===== src/rtl/gpio_serial_loader_pkg.sv =====
// rtl/gpio_serial_loader_pkg.sv - shared state encoding, defaults and load-length helper (optional feature: GPIO_SERIAL_BITBANG_EN)
package gpio_serial_loader_pkg;

  localparam int DEF_CFG_WIDTH = 13;

  localparam logic [2:0] ST_IDLE  = 3'd0;
  localparam logic [2:0] ST_FETCH = 3'd1;
  localparam logic [2:0] ST_LATCH = 3'd2;
  localparam logic [2:0] ST_SHIFT = 3'd3;
  localparam logic [2:0] ST_LOAD  = 3'd4;
  localparam logic [2:0] ST_DONE  = 3'd5;

  typedef enum logic [2:0] {
    IDLE  = ST_IDLE,
    FETCH = ST_FETCH,
    LATCH = ST_LATCH,
    SHIFT = ST_SHIFT,
    LOAD  = ST_LOAD,
    DONE  = ST_DONE
  } state_t;

  // Cycles from the edge that samples start to the edge after which done is high.
  function automatic int total_load_cycles(input int num_pads, input int cfg_width, input int clk_div);
    return 1 + num_pads * (2 + 2 * clk_div * cfg_width) + clk_div;
  endfunction

endpackage


===== src/rtl/gpio_serial_loader_if.sv =====
// rtl/gpio_serial_loader_if.sv - loader request, config store and serial chain bundle (optional feature: GPIO_SERIAL_BITBANG_EN)
interface gpio_serial_loader_if
  import gpio_serial_loader_pkg::*;
#(
  parameter int NUM_PADS  = 19,
  parameter int CFG_WIDTH = DEF_CFG_WIDTH
);
  localparam int AW = (NUM_PADS > 1) ? $clog2(NUM_PADS) : 1;

  logic                 start;
  logic [AW-1:0]        cfg_addr;
  logic [CFG_WIDTH-1:0] cfg_data_1;
  logic [CFG_WIDTH-1:0] cfg_data_2;
  logic                 serial_clock;
  logic                 serial_load;
  logic                 serial_data_1;
  logic                 serial_data_2;
  logic                 busy;
  logic                 done;

`ifdef GPIO_SERIAL_BITBANG_EN
  logic bb_enable;
  logic bb_clock;
  logic bb_load;
  logic bb_data_1;
  logic bb_data_2;

  modport master (
    input  start, cfg_data_1, cfg_data_2,
    input  bb_enable, bb_clock, bb_load, bb_data_1, bb_data_2,
    output cfg_addr, serial_clock, serial_load, serial_data_1, serial_data_2, busy, done
  );

  modport slave (
    output start, cfg_data_1, cfg_data_2,
    output bb_enable, bb_clock, bb_load, bb_data_1, bb_data_2,
    input  cfg_addr, serial_clock, serial_load, serial_data_1, serial_data_2, busy, done
  );
`else
  modport master (
    input  start, cfg_data_1, cfg_data_2,
    output cfg_addr, serial_clock, serial_load, serial_data_1, serial_data_2, busy, done
  );

  modport slave (
    output start, cfg_data_1, cfg_data_2,
    input  cfg_addr, serial_clock, serial_load, serial_data_1, serial_data_2, busy, done
  );
`endif

endinterface


===== src/rtl/gpio_serial_loader_clkgen.sv =====
// rtl/gpio_serial_loader_clkgen.sv - serial clock phase counter, half-period tick and bit-end flags
module gpio_serial_clkgen #(
  parameter int CLK_DIV = 4
) (
  input  logic clk,
  input  logic rst,
  input  logic run,
  output logic tick,
  output logic phase,
  output logic bit_end
);
  localparam int CNT_W = (CLK_DIV > 1) ? $clog2(CLK_DIV) : 1;
  localparam logic [CNT_W-1:0] LAST = CNT_W'(CLK_DIV - 1);

  logic [CNT_W-1:0] cnt;

  assign tick    = run && (cnt == LAST);
  assign bit_end = tick && phase;

  // Dropping run restarts the next bit or strobe on a fresh low half.
  always_ff @(posedge clk) begin
    if (rst || !run) begin
      cnt   <= '0;
      phase <= 1'b0;
    end else if (tick) begin
      cnt   <= '0;
      phase <= ~phase;
    end else begin
      cnt   <= cnt + 1'b1;
    end
  end

endmodule


===== src/rtl/gpio_serial_loader.sv =====
// rtl/gpio_serial_loader.sv - shifts per-pad config words into both GPIO chains (optional feature: GPIO_SERIAL_BITBANG_EN)
module gpio_serial_loader
  import gpio_serial_loader_pkg::*;
#(
  parameter int NUM_PADS  = 19,
  parameter int CFG_WIDTH = DEF_CFG_WIDTH,
  parameter int CLK_DIV   = 4
) (
  input  logic                 wb_clk_i,
  input  logic                 wb_rst_i,
  gpio_serial_loader_if.master bus
);
  localparam int AW = (NUM_PADS > 1) ? $clog2(NUM_PADS) : 1;
  localparam int BW = (CFG_WIDTH > 1) ? $clog2(CFG_WIDTH) : 1;
  localparam logic [AW-1:0] LAST_PAD = AW'(NUM_PADS - 1);
  localparam logic [BW-1:0] LAST_BIT = BW'(CFG_WIDTH - 1);

  state_t               state;
  state_t               state_next;
  logic [AW-1:0]        pad_cnt;
  logic [BW-1:0]        bit_cnt;
  logic [CFG_WIDTH-1:0] sr_1;
  logic [CFG_WIDTH-1:0] sr_2;
  logic                 run;
  logic                 tick;
  logic                 phase;
  logic                 bit_end;
  logic                 bb_mode;
  logic                 accept;

`ifdef GPIO_SERIAL_BITBANG_EN
  assign bb_mode = bus.bb_enable;
`else
  assign bb_mode = 1'b0;
`endif

  // The done flop is still high in the first IDLE cycle, which blocks an immediate restart.
  assign accept = bus.start && !bb_mode && !bus.done;
  assign run    = (state == SHIFT) || (state == LOAD);

  gpio_serial_clkgen #(
    .CLK_DIV (CLK_DIV)
  ) u_clkgen (
    .clk     (wb_clk_i),
    .rst     (wb_rst_i),
    .run     (run),
    .tick    (tick),
    .phase   (phase),
    .bit_end (bit_end)
  );

  always_ff @(posedge wb_clk_i) begin
    if (wb_rst_i) state <= IDLE;
    else          state <= state_next;
  end

  always_comb begin
    state_next = state;
    unique case (state)
      IDLE:    if (accept) state_next = FETCH;
      FETCH:   state_next = LATCH;
      LATCH:   state_next = SHIFT;
      SHIFT:   if (bit_end && (bit_cnt == LAST_BIT)) state_next = (pad_cnt == '0) ? LOAD : FETCH;
      LOAD:    if (tick) state_next = DONE;
      DONE:    state_next = IDLE;
      default: state_next = IDLE;
    endcase
  end

  always_ff @(posedge wb_clk_i) begin
    if (wb_rst_i) begin
      pad_cnt <= '0;
      bit_cnt <= '0;
      sr_1    <= '0;
      sr_2    <= '0;
    end else begin
      case (state)
        IDLE: if (accept) pad_cnt <= LAST_PAD;
        LATCH: begin
          sr_1    <= bus.cfg_data_1;
          sr_2    <= bus.cfg_data_2;
          bit_cnt <= '0;
        end
        SHIFT: if (bit_end) begin
          sr_1    <= sr_1 << 1;
          sr_2    <= sr_2 << 1;
          bit_cnt <= bit_cnt + 1'b1;
          if ((bit_cnt == LAST_BIT) && (pad_cnt != '0)) pad_cnt <= pad_cnt - 1'b1;
        end
        default: ;
      endcase
    end
  end

  assign bus.cfg_addr = pad_cnt;

  // Outputs trail the state by one cycle, so data and clock fall change on the same edge.
  always_ff @(posedge wb_clk_i) begin
    if (wb_rst_i) begin
      bus.busy          <= 1'b0;
      bus.done          <= 1'b0;
      bus.serial_clock  <= 1'b0;
      bus.serial_load   <= 1'b0;
      bus.serial_data_1 <= 1'b0;
      bus.serial_data_2 <= 1'b0;
    end else begin
      bus.busy          <= (state == FETCH) || (state == LATCH) || (state == SHIFT) || (state == LOAD);
      bus.done          <= (state == DONE);
      bus.serial_load   <= (state == LOAD);
      bus.serial_clock  <= (state == SHIFT) && phase;
      bus.serial_data_1 <= (state == SHIFT) && sr_1[CFG_WIDTH-1];
      bus.serial_data_2 <= (state == SHIFT) && sr_2[CFG_WIDTH-1];
`ifdef GPIO_SERIAL_BITBANG_EN
      if ((state == IDLE) && bus.bb_enable) begin
        bus.serial_clock  <= bus.bb_clock;
        bus.serial_load   <= bus.bb_load;
        bus.serial_data_1 <= bus.bb_data_1;
        bus.serial_data_2 <= bus.bb_data_2;
      end
`endif
    end
  end

endmodule


===== src/flat_wrapper.sv =====
// flat-port wrapper written by rule: the top's interface ports become plain ports
module gpio_serial_loader_flat import gpio_serial_loader_pkg::*;
#(
  parameter int NUM_PADS  = 19,
  parameter int CFG_WIDTH = DEF_CFG_WIDTH,
  parameter int CLK_DIV   = 4
)
  (wb_clk_i, wb_rst_i, bus_start, bus_cfg_data_1, bus_cfg_data_2, bus_cfg_addr, bus_serial_clock, bus_serial_load, bus_serial_data_1, bus_serial_data_2, bus_busy, bus_done);
  gpio_serial_loader_if #(.NUM_PADS(NUM_PADS), .CFG_WIDTH(CFG_WIDTH)) bus_i ();
  input  logic wb_clk_i;
  input  logic wb_rst_i;
  input wire logic [$bits(bus_i.start)-1:0] bus_start;
  input wire logic [$bits(bus_i.cfg_data_1)-1:0] bus_cfg_data_1;
  input wire logic [$bits(bus_i.cfg_data_2)-1:0] bus_cfg_data_2;
  output wire logic [$bits(bus_i.cfg_addr)-1:0] bus_cfg_addr;
  output wire logic [$bits(bus_i.serial_clock)-1:0] bus_serial_clock;
  output wire logic [$bits(bus_i.serial_load)-1:0] bus_serial_load;
  output wire logic [$bits(bus_i.serial_data_1)-1:0] bus_serial_data_1;
  output wire logic [$bits(bus_i.serial_data_2)-1:0] bus_serial_data_2;
  output wire logic [$bits(bus_i.busy)-1:0] bus_busy;
  output wire logic [$bits(bus_i.done)-1:0] bus_done;
  assign bus_i.start = bus_start;
  assign bus_i.cfg_data_1 = bus_cfg_data_1;
  assign bus_i.cfg_data_2 = bus_cfg_data_2;
  assign bus_cfg_addr = bus_i.cfg_addr;
  assign bus_serial_clock = bus_i.serial_clock;
  assign bus_serial_load = bus_i.serial_load;
  assign bus_serial_data_1 = bus_i.serial_data_1;
  assign bus_serial_data_2 = bus_i.serial_data_2;
  assign bus_busy = bus_i.busy;
  assign bus_done = bus_i.done;
  gpio_serial_loader #(.NUM_PADS(NUM_PADS), .CFG_WIDTH(CFG_WIDTH), .CLK_DIV(CLK_DIV)) u_core (.wb_clk_i(wb_clk_i), .wb_rst_i(wb_rst_i), .bus(bus_i));
endmodule

===== config.mk =====
export PLATFORM = sky130hd
export DESIGN_NAME = gpio_serial_loader_flat
export DESIGN_NICKNAME = d
export VERILOG_FILES = /design/src/rtl/gpio_serial_loader_pkg.sv /design/src/rtl/gpio_serial_loader_if.sv /design/src/rtl/gpio_serial_loader_clkgen.sv /design/src/rtl/gpio_serial_loader.sv /design/src/flat_wrapper.sv
export SDC_FILE = /design/constraint.sdc
export NUM_CORES = 1
export LEC_CHECK = 0
export ABC_AREA = 0
export BUFFER_PORTS_ARGS = -buffer_cell sky130_fd_sc_hd__buf_2
export CORE_MARGIN = 3
export CORE_UTILIZATION = 40
export DETAILED_ROUTE_END_ITERATION = 10
export SLEW_MARGIN = 20
export SYNTH_ARGS = -nofsm -noshare
export SYNTH_HDL_FRONTEND = slang
export SYNTH_HIERARCHICAL = 1
export SYNTH_SLANG_ARGS = --single-unit

===== constraint.sdc =====
create_clock -name wb_clk_i -period 2.02 [get_ports wb_clk_i]
set_input_delay 0.202 -clock wb_clk_i [delete_from_list [all_inputs] [get_ports wb_clk_i]]
set_output_delay 0.202 -clock wb_clk_i [all_outputs]
set_load 0.005 [all_outputs]

==> metrics.md <==
| Metric | Value |
|---|---|
| Crit-path max FO | 15 |
| Max-Cap Viols | 0 |
| Residual DRC count | 0 |
| Tot Pwr | 2.60 mW |
| Synth area leader | dfxtp_1 |
| Relative slew slack | 0.735 |
| Worst Path Arrival | ~2.1 ns |
| Final period util | 0.940 |
| Initial Utilization | 0.423 |
| CTS clk-pin slew, worst paths | 0.10 ns |
| DIE WIDTH | about 80 um |
| CTS tree | yes |
| Critical path, cell by cell | or3b_4, nand2_1, and3_4, nor2b_2, nor2_4, clkbuf_16, o221ai_1, a21oi_1 |
| Synth Register Bits | 47 |
| Multi-input logic area | 1120 um2 |
| Outcome | finished clean |
| Pwr/cell area | 1000 nW/um2 |
| I/O pin count | 40 |
| Max Clock Freq | between 500 and 600 MHz |
| Metal2 WL | 2.20 mm |
| Initial antenna violation count | 0 |
| Pins Over Slew Limit | 0 |
| Syn-to-layout area delta | 17.2% |
| H-tree levels | 2 |
| CP max-delay cell | or3b_4 |
| Clock sink count | 47 |
| Drt pass-1 iters | 4 |
| Main synth FF type | dfxtp_1 |
| Vias in the first global route | 1678 |
| CP Capture Type | flip-flop |
| Clk_lat worst skew | 0.30 ns |
| Hold-fix buffers, CTS | 0 |
| Yosys top cell area share | 0.425 |
| Finished Core Util | 0.496 |
| Final ANT Viol Nets | 0 |
| Die area | 6470 um2 |
| Largest net degree at the start of global routing | 32 |
| Syn_nets | 264 |
| GPL Wtd Cong | 0.833 |
| Diodes inserted | 0 |
| Post-synth ARST share | 0 |
| Core Area | between 5000 and 6000 um2 |
| Maximum buffer depth of the clock tree | 2 |
| Final Hold Viols | 0 |
| Num CTS Buffers | 5 |
| # fillers | 509 |
| Synth top area cells | dfxtp_1 42%, o221ai_1 7.9%, a21oi_1 6.1% |
| Top sig layer | met4 |
| IO Port Bufs | 39 |
| Hold Slack | between 0.1 and 0.15 ns |
| CP peak stage delay | 0.44 ns |
| Clock skew | 0.00971 ns |
| Post-synth EDFFs | 0 |
| Total GRT Usage | 0.156 |
| Distinct cells, synth | 51 |
| First-pass GRT wire length | 7.98 mm |
| Vias after detailed routing | 1822 |
| Final wirelength | roughly 4.9 mm |
| HP Class | input port to flip-flop |
| Worst slack, placed | 0.131 ns |
| Die Height | between 80 and 90 um |
| Synth Instances | 231 |
| VDD IR max | 0.000517 V |
| Worst-Margin Slew | 0.395 ns |
| Highest-count cells in the layout ignoring fill and taps | 47 x dfxtp_1, 39 x buf_2, 35 x nand2_1 |
| Drt first-iter violations | 113 |
| Final setup margin | 0.120 ns |
| RSZ-0062 raised after global routing | true |
| Setup TNS | 0 ns |
| Wire per inst | 14.2 um |
| Root Driver | clkbuf_8 |
| Met3 WL | 227 um |
| Reg area | about 940 um2 |
| Post-route met1 wirelength | 2.43 mm |
| Setup violations, final | 0 |
| Fraction of layout cells with a size suffix above 1 | 0.314 |
| Crit path time final | 1.90 ns |
| Mapped cell area | 2210 um2 |
| Setup Buffers After CTS | 0 |
| Cts repair resizes | 0 |
| Yosys Warn Count | 6 |
| Grt total ovfl | 0 |
| Commonest non-fill, non-tap cell in the layout | dfxtp_1 |
| Avg Cell Area, Syn | 9.59 um2 |
| Leakage | ~1.0 nW |
| Nets | 306 |
| Num rows | 26 |
| Vias/cell | about 5.3 |
| Setup CP Type | flip-flop to flip-flop |
| WP data required | around 2.3 ns |
| CP startpoint kind | flip-flop |
| Post-synthesis sequential area ratio | 0.425 |
| Final HPWL DP | around 3.3 mm |
## kinds of logic after synthesis
logic type / Yosys count / synth area share
AO/OA/AOI/OAI: 68 / 0.236
XOR/XNOR: 3 / 0.0119
adder cells (fa/ha/maj): 4 / 0.0226
buffers and inverters: 24 / 0.0700
flip-flops: 47 / 0.425
multiplexers: 1 / 0.00452
AND/OR/NAND/NOR: 84 / 0.230
## per-layer routing
metal	vias to the layer above	global-route usage
met3	2	0.0381
li1	930	-
met4	0	0.0507
met2	34	0.241
met1	856	0.213
met5	-	0
## cell usage after synthesis (all sizes together), types with 3 or more instances
cell type   n
dfxtp      47
nand2      35
a21oi      27
o221ai     20
buf        13
nor2       12
nor3        7
inv         6
nand2b      6
clkbuf      5
nand3       5
a311oi      4
and3        4
ha          4
o21ai       4
nor2b       3
## report_power, final
part	total [mW]	switching (mW)	internal (mW)
Combinational	0.929	0.545	0.384
Sequential	1.09	0.0630	1.03
Clock	0.573	0.326	0.248
## layout make-up
class | count | share of cell area
clock buffers | 5 | 0.0265
clock inverters | 3 | 0.00916
inverters | 6 | 0.00867
multi-input cells | 160 | 0.432
flip-flops and latches | 47 | 0.362
well taps | 70 | 0.0337
repair buffers | 53 | 0.127
## state kept, by name, indices dropped and copies added (netlist names)
register	flops
u_core/sr_2	13
u_core/bus.busy	1
u_core/sr_1	13
u_core/bus.done	1
u_core/bit_cnt	4
u_core/u_clkgen/cnt	2
u_core/bus.serial_data_1	1
u_core/bus.serial_clock	1
u_core/u_clkgen/phase	1
u_core/bus.serial_data_2	1
u_core/bus.serial_load	1
u_core/bus.cfg_addr	5
u_core/state	3
## critical path, delay by kind of cell, from the launching register on
kind,cells,cell delay [ns]
and+or+nand+nor,5,0.99
buffers and inverters,1,0.20
AOI/OAI and AO/OA,2,0.29
DFF,1,0.36
## path summary, 6_finish.rpt
| check | end | slack, ns | depth (start not counted) | from |
|---|---|---|---|---|
| setup reg to reg | u_core/sr_2[10]$_SDFFE_PP0P_ | 0.12 | 8 | u_core/state[1]$_SDFFE_PP0P_ |
| setup / recovery | u_core/sr_2[10]$_SDFFE_PP0P_ | 0.12 | 8 | u_core/state[1]$_SDFFE_PP0P_ |
| hold / removal | u_core/sr_2[0]$_SDFFE_PP0P_ | 0.14 | 3 | bus_cfg_data_2[0] |
| hold reg to reg | u_core/u_clkgen/cnt[0]$_SDFF_PP0_ | 0.42 | 1 | u_core/u_clkgen/cnt[0]$_SDFF_PP0_ |
## stage by stage
stage,instances,area (um2)
6_report,344,2600
5_1_grt,344,2600
4_1_cts,343,2570
3_5_place_dp,335,2470
3_3_place_gp,335,2470
2_1_floorplan,231,2210
No activity file was read; power rests on OpenSTA's default activity.
